## src/rtl/rv32i_types.sv

```systemverilog
// Shared RV32 types: M-extension op encoding and the mul/div sequencer states.
// Also holds small helpers for operand signedness and magnitude extraction.
package rv32i_types;

    typedef enum logic [1:0] {
        IDLE,
        MUL,
        DIV,
        DONE
    } muldiv_state_t;

    typedef enum logic [2:0] {
        mul    = 3'b000,
        mulh   = 3'b001,
        mulhsu = 3'b010,
        mulhu  = 3'b011,
        div    = 3'b100,
        divu   = 3'b101,
        rem    = 3'b110,
        remu   = 3'b111
    } m_funct3_t;

    function automatic logic rs1_is_signed(input m_funct3_t op);
        return (op == mul) || (op == mulh) || (op == mulhsu) ||
               (op == div) || (op == rem);
    endfunction

    function automatic logic rs2_is_signed(input m_funct3_t op);
        return (op == mul) || (op == mulh) ||
               (op == div) || (op == rem);
    endfunction

    function automatic logic [31:0] magnitude(input logic [31:0] v,
                                              input logic sgn);
        return (sgn && v[31]) ? (32'd0 - v) : v;
    endfunction

endpackage

```

## src/rtl/muldiv_datapath.sv

```systemverilog
// Iterative RV32M datapath: one 64-bit accumulator shared by the shift-add
// multiplier (product) and the restoring divider ({remainder, quotient}),
// driven through one 34-bit step adder. Sign correction is applied on output.
// Ports: clk, rst (sync, active-high); load_i latches a new op from rs1_i,
// rs2_i, funct3_i; early_i preloads the divide-by-zero answer; step_i runs
// one iteration; result_o is the sign-corrected RV32M result.
module muldiv_datapath
    import rv32i_types::*;
(
    input  logic        clk,
    input  logic        rst,
    input  logic        load_i,
    input  logic        early_i,
    input  logic        step_i,
    input  logic [2:0]  funct3_i,
    input  logic [31:0] rs1_i,
    input  logic [31:0] rs2_i,
    output logic [31:0] result_o
);

    m_funct3_t   op_q, op_d;
    logic [31:0] b_q, b_d;
    logic [63:0] acc_q, acc_d;
    logic        neg_q, neg_d;
    logic        rneg_q, rneg_d;

    m_funct3_t   op_in;
    logic        s1, s2;
    logic [31:0] a_mag, b_mag;

    logic        is_div;
    logic [33:0] add_a, add_b, sum;

    logic [63:0] prod;
    logic [31:0] quo, rmd;

    assign op_in = m_funct3_t'(funct3_i);
    assign s1    = rs1_is_signed(op_in) & rs1_i[31];
    assign s2    = rs2_is_signed(op_in) & rs2_i[31];
    assign a_mag = magnitude(rs1_i, s1);
    assign b_mag = magnitude(rs2_i, s2);

    // Divide: subtract divisor from {rem, next dividend bit}; bit 33 is
    // the borrow. Multiply: add multiplicand to the upper product half.
    assign is_div = op_q[2];
    assign add_a  = is_div ? {1'b0, acc_q[63:31]} : {2'b00, acc_q[63:32]};
    assign add_b  = is_div ? ~{2'b00, b_q} : {2'b00, b_q};
    assign sum    = add_a + add_b + {33'd0, is_div};

    always_comb begin
        op_d   = op_q;
        b_d    = b_q;
        acc_d  = acc_q;
        neg_d  = neg_q;
        rneg_d = rneg_q;
        if (load_i) begin
            op_d   = op_in;
            b_d    = b_mag;
            rneg_d = s1;
            // A zero divisor yields an all-ones quotient, which must not
            // be negated.
            neg_d  = op_in[2] ? ((s1 ^ s2) & (rs2_i != 32'd0)) : (s1 ^ s2);
            if (early_i && (rs2_i == 32'd0))
                acc_d = {a_mag, 32'hFFFF_FFFF};
            else
                acc_d = {32'd0, a_mag};
        end else if (step_i) begin
            if (is_div) begin
                if (!sum[33])
                    acc_d = {sum[31:0], acc_q[30:0], 1'b1};
                else
                    acc_d = {acc_q[62:0], 1'b0};
            end else begin
                if (acc_q[0])
                    acc_d = {sum[32:0], acc_q[31:1]};
                else
                    acc_d = {1'b0, acc_q[63:1]};
            end
        end
    end

    always_ff @(posedge clk) begin
        if (rst) begin
            op_q   <= mul;
            b_q    <= '0;
            acc_q  <= '0;
            neg_q  <= 1'b0;
            rneg_q <= 1'b0;
        end else begin
            op_q   <= op_d;
            b_q    <= b_d;
            acc_q  <= acc_d;
            neg_q  <= neg_d;
            rneg_q <= rneg_d;
        end
    end

    assign prod = neg_q ? (64'd0 - acc_q) : acc_q;
    assign quo  = neg_q ? (32'd0 - acc_q[31:0]) : acc_q[31:0];
    assign rmd  = rneg_q ? (32'd0 - acc_q[63:32]) : acc_q[63:32];

    always_comb begin
        result_o = '0;
        case (op_q)
            mul:                 result_o = prod[31:0];
            mulh, mulhsu, mulhu: result_o = prod[63:32];
            div, divu:           result_o = quo;
            rem, remu:           result_o = rmd;
            default:             result_o = '0;
        endcase
    end

endmodule

```

## src/rtl/muldiv_sequencer.sv

```systemverilog
// RV32M multi-cycle sequencer: FSM, 5-bit iteration counter, stall and done.
// Ports: clk, rst (sync active-high), start/funct3/rs1_data/rs2_data from EX,
// flush squashes the op; stall holds the pipe, done pulses with result.
// Option MULDIV_EARLY_OUT_EN: divide-by-zero and signed overflow finish in
// one cycle instead of running all 32 iterations.
module muldiv_sequencer
    import rv32i_types::*;
(
    input  logic        clk,
    input  logic        rst,
    input  logic        start,
    input  logic [2:0]  funct3,
    input  logic [31:0] rs1_data,
    input  logic [31:0] rs2_data,
    input  logic        flush,
    output logic        stall,
    output logic        done,
    output logic [31:0] result
);

    muldiv_state_t state_q;
    logic [4:0]    cnt_q;
    logic          done_q;
    logic [31:0]   result_q;

    logic          go;
    logic          early;
    logic          step;
    logic [31:0]   dp_result;

    assign go = (state_q == IDLE) & start & ~flush;

`ifdef MULDIV_EARLY_OUT_EN
    assign early = funct3[2] &
                   ((rs2_data == 32'd0) |
                    (~funct3[0] &
                     (rs1_data == 32'h8000_0000) &
                     (rs2_data == 32'hFFFF_FFFF)));
`else
    assign early = 1'b0;
`endif

    assign step = ((state_q == MUL) | (state_q == DIV)) & ~flush;

    muldiv_datapath u_dp (
        .clk      (clk),
        .rst      (rst),
        .load_i   (go),
        .early_i  (early),
        .step_i   (step),
        .funct3_i (funct3),
        .rs1_i    (rs1_data),
        .rs2_i    (rs2_data),
        .result_o (dp_result)
    );

    always_ff @(posedge clk) begin
        if (rst) begin
            state_q  <= IDLE;
            cnt_q    <= '0;
            done_q   <= 1'b0;
            result_q <= '0;
        end else if (flush) begin
            state_q <= IDLE;
            cnt_q   <= '0;
            done_q  <= 1'b0;
        end else begin
            unique case (state_q)
                IDLE: begin
                    done_q <= 1'b0;
                    if (start) begin
                        cnt_q <= '0;
                        if (early) begin
                            state_q <= DONE;
                            done_q  <= 1'b1;
                        end else if (funct3[2]) begin
                            state_q <= DIV;
                        end else begin
                            state_q <= MUL;
                        end
                    end
                end
                MUL, DIV: begin
                    cnt_q <= cnt_q + 5'd1;
                    if (cnt_q == 5'd31) begin
                        state_q <= DONE;
                        done_q  <= 1'b1;
                    end
                end
                DONE: begin
                    // Same instruction still sits in EX: start is ignored.
                    state_q  <= IDLE;
                    done_q   <= 1'b0;
                    result_q <= dp_result;
                end
                default: begin
                    state_q <= IDLE;
                    done_q  <= 1'b0;
                end
            endcase
        end
    end

    assign stall  = go | (state_q == MUL) | (state_q == DIV);
    assign done   = done_q;
    assign result = done_q ? dp_result : result_q;

endmodule

```

## config.mk

```make
export PLATFORM = sky130hd
export DESIGN_NAME = muldiv_sequencer
export DESIGN_NICKNAME = d
export VERILOG_FILES = /design/src/rtl/rv32i_types.sv /design/src/rtl/muldiv_datapath.sv /design/src/rtl/muldiv_sequencer.sv
export SDC_FILE = /design/constraint.sdc
export NUM_CORES = 1
export LEC_CHECK = 0
export ABC_AREA = 1
export BUFFER_PORTS_ARGS = -buffer_cell sky130_fd_sc_hd__buf_2
export CAP_MARGIN = 20
export CORE_ASPECT_RATIO = 1.75
export CORE_UTILIZATION = 35
export DETAILED_ROUTE_END_ITERATION = 7
export PLACE_DENSITY_LB_ADDON = 0.25
export SLEW_MARGIN = 20
export SYNTH_ARGS = -nofsm -noshare
export SYNTH_HDL_FRONTEND = slang
export SYNTH_SLANG_ARGS = --single-unit
export TNS_END_PERCENT = 1
```

## constraint.sdc

```tcl
create_clock -name clk -period 4.1 [get_ports clk]
set_input_delay 0.41 -clock clk [delete_from_list [all_inputs] [get_ports clk]]
set_output_delay 0.41 -clock clk [all_outputs]
set_load 0.005 [all_outputs]
```

### Yosys cells after proc, flatten, opt, wreduce, memory -nomap -nowiden

Index checks and enable logic that the tools add are counted.

* register bits after elaboration: 141
* output and inout bits: 34
* word-level logic and storage cells: 94
* input bits: 71

* muxes and demuxes: 23
* reductions and logical operators: 24
* eq/ne operators: 17
* bitwise logic cells: 12
* add/sub/neg operators: 8

Operator list (number)
* $mux 64: 4
* $mux 32: 7
* $pmux 32 s4: 1
* $sub 1x32->32 const A: 4
* $sub 1x64->64 const A: 1
* $add 34x1->34: 1
* $add 34x34->34: 1
* $mux 34: 1
* $not 32->34: 1
* $mux 33: 1
* $reduce_bool 32->1: 1
* $eq 3x3->1 const B: 6
* $reduce_or 2->1: 6
* $pmux 5 s2: 1
* $eq 3x2->1 const B: 3
* $and 1x1->1: 6
* $eq 3x1->1 const B: 2
* $logic_not 3->1: 2
* $logic_or 1x1->1: 6
* $mux 2: 3
* $pmux 2 s3: 1
* $reduce_and 2->1: 3
* $add 5x1->5 const B: 1
* $eq 5x5->1 const B: 1
* other kinds (13): 20

### Longest topological paths before layout

Gate-level depths: netlist of the first run.

* word-level depth: 9
* gate-level depth with buffers: 24
* mapped depth without buffers: 22

### Modules after synthesis

A second synthesis of the first run with hierarchy kept.

* cell total of the unflattened synthesis: 2600
* area, all modules: 14959.3 µm²

Modules (own cells, without submodules)
* muldiv_datapath: times used 1, area an instance 12946.2 µm², cells an instance 2281, seq. area each 2021.9 µm²
* muldiv_sequencer: times used 1, area an instance 2013.2 µm², cells an instance 319, seq. area each 800.8 µm²

### Least setup slack after synthesis of the first run

No wires, ideal clock.

* path type: register to register
* start point: register u_dp.op_q[2]
* end point: register u_dp.acc_q[63]
* data arrival time: 2.899 ns
* clock period less this slack: 3.008 ns
* setup time: 0.109 ns
* buffers on the path: 6
* slack: 1.092 ns
* stages on the path, launching flop included: 21
* required time: 3.991 ns
* path through: dfxtp_1 > buf_4 > buf_2 > buf_2 > buf_2 > buf_2 > xor2_1 > ha_1 > a21oi_1 > o21ai_0 > a21oi_2 > nand3_2 > nand2_4 > nand2_8 > inv_6 > buf_8 > nand2_1 > nand2_1 > nand3_1 > nand2_1 > inv_1

* word-level cells in the longest chain between the ends: 5
* elaborated cells on any way between the ends: 7
* those cells by class: 2 x add/sub; 5 x mux

RTL lines
* start, declared: RTL line muldiv_datapath.sv:21 `m_funct3_t op_q, op_d;`
* start signal, assigned: RTL line muldiv_datapath.sv:84 `op_q <= mul;`
* start signal, assigned: RTL line muldiv_datapath.sv:90 `op_q <= op_d;`
* $mux 33 or $mux 34 (tied branches): RTL line muldiv_datapath.sv:46, muldiv_datapath.sv:47
* $add 34x34->34: RTL line muldiv_datapath.sv:48 `assign sum = add_a + add_b + {33'd0, is_div};`
* $add 34x1->34: RTL line muldiv_datapath.sv:48
* $mux 64, on equally long branches: RTL line muldiv_datapath.sv:74, muldiv_datapath.sv:69
* $mux 64 *: RTL line muldiv_datapath.sv:68 `if (is_div) begin`
* end signal, assigned: RTL line muldiv_datapath.sv:86 `acc_q <= '0;`
* end signal, assigned: RTL line muldiv_datapath.sv:92 `acc_q <= acc_d;`
* end, declared: RTL line muldiv_datapath.sv:23 `logic [63:0] acc_q, acc_d;`

Mark *: on every way between the ends. The rest lies on a longest branch, timed or not.
A chain may end at the register's enable or synchronous reset.

### Worst setup path in the final report of the first run

* start point: register u_dp.acc_q[1]
* end point: output result[22]

* word-level cells in the longest chain between the ends: 4
* elaborated cells on any way between the ends: 6
* those cells by class: 2 x add/sub; 4 x mux

RTL lines
* $sub 1x64->64 or $sub 1x32->32 (tied branches): RTL line muldiv_datapath.sv:98, muldiv_datapath.sv:99
* $mux 64 or $mux 32 (tied branches): RTL line muldiv_datapath.sv:98, muldiv_datapath.sv:99
* $pmux 32 s4 *: RTL line muldiv_datapath.sv:104 `case (op_q)`
* $mux 32 *: RTL line muldiv_sequencer.sv:106 `assign result = done_q ? dp_result : result_q;`
* end, declared: RTL line muldiv_sequencer.sv:18 `output logic [31:0] result`

Marks and branches as above.

==> run_results.csv, run 1 <==
group,metric,value,unit
finish,fin_nets,2735,
routing,dr.pass1.iters,6,
yosys,synthTopCellsByArea,"dfxtp_1 19%, nand2_1 16%, o21ai_0 8.3%, a21oi_1 7.4%, inv_1 6.5%",
clock_network,cts_tree,"built",
critical_path,arrival,3.26,ns
sta,final_hold_viol_count,0,
clock_network,hold_buffers,0,
yosys,synth_area,14900,sq um
sta,finalSetupTns,0,ns
sta,period_share,0.895,
die,start_util,0.357,
clock_network,postCtsResizedCells,0,
place,hpwl,52.2,mm
critical_path,critical-path-slowest-cell,"nor2_1",
yosys,yosys.cell_types.count,66,
sta,rsz0062_at_grt,"no",
grt,grt_pass1_vias,16758,
yosys,yosys.area.top_type,"dfxtp_1",
routing,initialDrtViolationCount,1440,
yosys,synth_common_cells,"654 x nand2_1, 259 x inv_1, 252 x nor2_1, 247 x o21ai_0, 222 x a21oi_1",
power_and_ir_drop,power.share.switching,0.451,
sta,setup_violations,0,
critical_path,max_stage_delay,0.43,ns
grt,met1_usage,0.298,
grt,top_usage_layer,"met2",
sta,slew_headroom,0.265,
yosys,syn_avg_cell_area,5.80,sq um
critical_path,cp_cell_sequence,"inv_1 -> ha_1 -> inv_1 -> nor2_1 -> inv_1 -> nor2_1 -> nand2_1 -> a21oi_1 -> o21ai_0 -> nand3_1 -> nand2_1 -> o21ai_0 -> buf_2",
die,die_x,158,um
critical_path,path_class,"reg -> out",
power_and_ir_drop,pwr-share-seq,0.290,
grt,overflow,0,
sta,whs,0.224,ns
critical_path,worstPathRequired,3.69,ns
grt,use_met2,0.545,
power_and_ir_drop,comb_power_share,0.406,
yosys,async_flop_share,0,
sta,max_freq,0.273,GHz
yosys,synth.most_common_cell,"nand2_1",
worst_hold_path,hp-class,"in -> reg",
finish,synthToLayoutAreaGrowth,10.7,%
critical_path,cp-start-kind,"flop",
critical_path,crit_fanout,5,
clock_network,clockBufferDepth,2,
power_and_ir_drop,p_leak,0.00775,uW
grt,antenna_found_initial,0,
sta,min_period,3.67,ns
finish,drive_gt1_frac,0.111,
finish,instances_no_fill,3190,
routing,route.detailed.drc,0,
place,place_congestion,1.08,
grt,grt_max_degree,96,
power_and_ir_drop,p_switching,2470,uW
clock_network,cts.clk_slew.worst_paths,0.07,ns
routing,avgViaCountPerCell,5.46,
sta,fin_skew,0.0105,ns
grt,grt_first_pass_wirelength,96.8,mm
grt,grtUsageMet3,0.0349,
place,port_buffers,104,
critical_path,critPathCaptureType,"output pin",
finish,fin_util,0.395,
clock_network,numCtsBuffers,17,
place,dp.cells,3158,
power_and_ir_drop,power_frac_clock,0.304,
die,die_h,275,um
yosys,netlist.area_leader.share,0.189,
yosys,ys.warnings.count,0,
die,ios,105,
yosys,ys.flop_type,"dfxtp_1",
yosys,ys_seq_elements,141,
grt,grt.total_usage,0.300,
yosys,syn_nets,2690,
critical_path,cpMostUsedCell,"inv_1",
sta,drv_slew,0,
power_and_ir_drop,powerDensity,331,nW/um^2
clock_network,numClockSinks,141,
clock_network,cts-htree-levels,4,
die,core_area,41900,sq um
clock_network,post-cts-setup-buffers,0,
routing,dr_total_vias,17413,
yosys,synth_edf_count,0,
status,outcome,"finished clean",
yosys,synthCells,2577,
routing,ant_nets,0,
clock_network,clock_latency,0.46,ns
finish,diodes,0,
die,rows,99,
yosys,seq_area_frac_synth,0.189,
job,drv_cap,0,
power_and_ir_drop,p_int,3010,uW
clock_network,root_buffer,"clkbuf_16",
sta,setup_slack,0.431,ns
sta,worstMarginPinSlew,1.10,ns
critical_path,crit_start,"u_dp.acc_q[1]",
worst_hold_path,worst_hold_startpoint,"rs2_data[31]",
die,die-area,43600,sq um
routing,detail_route.wl_per_cell,20.2,um
power_and_ir_drop,ir_drop,0.186,mV
critical_path,reg2reg_from,"u_dp.op_q[2]",
place,preCtsSetupSlack,0.894,ns
routing,wirelength,64.5,mm
==> cells by family after synthesis <==
| family | Yosys count | share of synthesized area |
|---|---|---|
| AO/OA/AOI/OAI | 613 | 0.224 |
| XOR/XNOR | 112 | 0.0656 |
| adder cells (fa/ha/maj) | 42 | 0.0357 |
| buffers and inverters | 389 | 0.106 |
| flip-flops | 141 | 0.189 |
| AND/OR/NAND/NOR | 1280 | 0.380 |
==> worst max-delay path, delay by kind of cell, from the launching register on <==
family,cells,cell delay [ns]
buf+inv,4,0.60
fa+ha+maj,1,0.25
simple gates,5,0.95
compound gates,3,0.68
flops,1,0.31
==> layer usage <==
metal	part of all wire	vias to the layer above
met2	0.51	588
met3	0.042	198
met4	0.096	0
li1	-	8610
met1	0.35	8017
met5	0	-
==> layout by cell type, fill, tap and decap left out, types with 40 or more instances in the layout <==
| master | count |
|---|---|
| nand2_1 | 653 |
| inv_1 | 259 |
| nor2_1 | 251 |
| o21ai_0 | 247 |
| a21oi_1 | 222 |
| nand3_1 | 194 |
| dfxtp_1 | 138 |
| buf_2 | 104 |
| xor2_1 | 96 |
| o21ai_1 | 51 |
| ha_1 | 41 |
| nand4_1 | 40 |
==> per-stage QoR <==
stage               instance area (sq um)  total power (uW)
floorplan                           14900              3060
global placement                    15900              3800
detailed placement                  15900              3800
CTS                                 16600              5470
global route                        16600              5770
finish                              16600              5480
==> area by class of cell <==
class	instances	area, sq um
Multi-Input combinational cell	2047	10600
Inverter	273	1030
Clock inverter	14	161
Timing Repair Buffer	142	831
Tap cell	555	694
Sequential cell	141	2830
Fill cell	4741	25300
Clock buffer	18	450
==> registers in the layout, summed over array words and instances, names as in the netlist <==
name and flops:
result_q 32, cnt_q 5, u_dp.acc_q 64, state_q 2, u_dp.neg_q 1, done 1
u_dp.rneg_q 1, u_dp.op_q 3, u_dp.b_q 32
==> power by group through the flow <==
stage / Combinational [uW] / Clock, uW / Sequential [uW]
global route: 2450 / 1730 / 1590
finish: 2230 / 1670 / 1590
CTS: 2200 / 1680 / 1590
floorplan: 1510 / 0 / 1550
detailed placement: 2180 / 0 / 1620
global placement: 2180 / 0 / 1620
==> final timing paths <==
check / slack [ns] / cells after the start / endpoint
max reg2reg: 0.86 / 14 / u_dp.acc_q[33]
max: 0.43 / 13 / result[22]
min reg2reg: 0.47 / 2 / u_dp.b_q[17]
min: 0.22 / 3 / u_dp.b_q[31]
No activity file was read; power rests on OpenSTA's default activity.
==> run 2, diff against run 1 <==
PLACE_DENSITY_LB_ADDON = 0.3   (was 0.25)
==> run 2 against run 1 <==
Combinational power about the same. Non-clock buffer count unchanged. Fmax up 1.8%. Cell count unchanged. Register-to-register slack worse by 0.28 ns. Clock skew up 0.0080 ns. Die area unchanged.
==> run_results.csv, run 2 (synthesized netlist as in run 1, its figures left out) <==
group,metric,value,unit
status,outcome,"finished clean",
critical_path,reg2reg_setup_slack,0.58,ns
clock_network,cts_tree,"built",
power_and_ir_drop,power_frac_clock,0.297,
routing,detail_route.wl_per_cell,20.5,um
finish,top_regs,"u_dp.acc_q x64, result_q x32, u_dp.b_q x32",
power_and_ir_drop,comb_power_share,0.409,
clock_network,cts.clk_slew.worst_paths,0.07,ns
power_and_ir_drop,pwr-share-seq,0.294,
power_and_ir_drop,power.share.switching,0.463,
sta,period_share,0.879,
sta,rsz0062_at_grt,"no",
sta,fin_skew,0.0185,ns
grt,grt_first_pass_wirelength,98.6,mm
place,place_congestion,1.03,
finish,regMostFlops,"u_dp.acc_q",
clock_network,hold_buffers,0,
finish,fin_nets,2735,
sta,worstMarginPinSlew,0.916,ns
die,ios,105,
finish,fillers,4774,
finish,synthToLayoutAreaGrowth,10.7,%
critical_path,crit_fanout,5,
die,rows,99,
worst_hold_path,hp-class,"in -> reg",
clock_network,postCtsResizedCells,0,
grt,antenna_found_initial,1,
routing,ant_nets,0,
clock_network,clockBufferDepth,2,
sta,slew_headroom,0.389,
clock_network,numCtsBuffers,17,
sta,min_period,3.60,ns
place,hpwl,52.9,mm
finish,largest_register_ff_count,64,
power_and_ir_drop,ir_drop,0.222,mV
power_and_ir_drop,p_switching,2530,uW
sta,max_freq,0.277,GHz
routing,route.detailed.drc,0,
finish,diodes,0,
power_and_ir_drop,p_int,2940,uW
die,die-area,43600,sq um
sta,setup_violations,0,
die,die_x,158,um
sta,finalSetupTns,0,ns
grt,grt_pass1_vias,17050,
clock_network,cts-htree-levels,4,
finish,instances_no_fill,3190,
place,dp.cells,3158,
sta,final_hold_viol_count,0,
routing,initialDrtViolationCount,1392,
critical_path,path_class,"reg -> out",
power_and_ir_drop,power,5460,uW
die,core_area,41900,sq um
routing,dr_total_vias,17462,
clock_network,numClockSinks,141,
sta,whs,0.212,ns
die,die_h,275,um
place,port_buffers,104,
die,start_util,0.357,
finish,drive_gt1_frac,0.111,
finish,final_common_cell,"nand2_1",
clock_network,clock_latency,0.46,ns
grt,overflow,0,
power_and_ir_drop,powerDensity,330,nW/um^2
sta,drv_slew,0,
power_and_ir_drop,p_leak,0.00774,uW
grt,grt.total_usage,0.305,
clock_network,root_buffer,"clkbuf_16",
critical_path,critPathCaptureType,"output pin",
routing,wirelength,65.2,mm
routing,dr.pass1.iters,6,
critical_path,cp-start-kind,"flop",
critical_path,worstPathRequired,3.69,ns
critical_path,arrival,3.19,ns
job,drv_cap,0,
routing,avgViaCountPerCell,5.47,
finish,final_cell_mix,"653 x nand2_1, 259 x inv_1, 251 x nor2_1, 247 x o21ai_0, 222 x a21oi_1",
clock_network,post-cts-setup-buffers,0,
grt,grt_max_degree,71,
==> run 2: changes by cell type in the layout (fill, tap and decap cells not counted) <==
cell / delta
buf_12: -1
buf_4: +1
bufinv_16: -1
clkbuf_16: -1
clkinv_2: -1
clkinv_4: +2
clkinv_8: +5
clkinvlp_4: -1
inv_6: -2
inv_8: -1
==> run 2: area by class of cell <==
| type | count | area, sq um | area share |
|---|---|---|---|
| clock inverters | 15 | 189 | 0.0114 |
| repair buffers | 142 | 818 | 0.0495 |
| inverters | 273 | 1030 | 0.0626 |
| well taps | 555 | 694 | 0.0420 |
| multi-input cells | 2047 | 10600 | 0.638 |
| clock buffers | 17 | 425 | 0.0257 |
| flip-flops and latches | 141 | 2830 | 0.171 |
==> run 2: per-layer routing <==
layer  track usage  wire (um)
met3        0.0375       2900
met4         0.262       6310
met5             0          0
met1         0.305      23200
met2         0.552      32800
==> run 2: critical path, stage by stage, from the launching register on <==
cell and delay, ns:
dfxtp_1 0.31, inv_1 0.24, ha_1 0.25, inv_1 0.08, nor2_1 0.31, inv_1 0.15, o21ai_0 0.18, a21oi_1 0.08
o21ai_0 0.55, nand3_1 0.19, nand2_1 0.10, o21ai_0 0.12, buf_2 0.18
==> run 2: worst paths after layout <==
path                                     from        endpoint  cells after the start
worst max register to register   u_dp.op_q[2]  u_dp.acc_q[58]                     17
worst min register to register   u_dp.b_q[14]    u_dp.b_q[14]                      2
worst max-delay path            u_dp.acc_q[1]      result[22]                     12
worst min-delay path                funct3[1]    u_dp.op_q[1]                      3
==> run 2: per-stage QoR <==
step | utilization | area [sq um] | setup slack (ns)
floorplan | - | 14900 | 1.09
global placement | 0.380 | 15900 | 0.714
detailed placement | 0.380 | 15900 | 0.712
CTS | 0.395 | 16500 | 0.596
global route | 0.395 | 16500 | 0.265
finish | 0.395 | 16500 | 0.495
==> run 2: power by group through the flow <==
| stage | combinational [uW] | sequential (uW) | clock, uW |
|---|---|---|---|
| floorplan | 1510 | 1550 | 0 |
| global placement | 2180 | 1630 | 0 |
| detailed placement | 2180 | 1630 | 0 |
| CTS | 2190 | 1600 | 1650 |
| global route | 2450 | 1620 | 1700 |
| finish | 2230 | 1610 | 1620 |
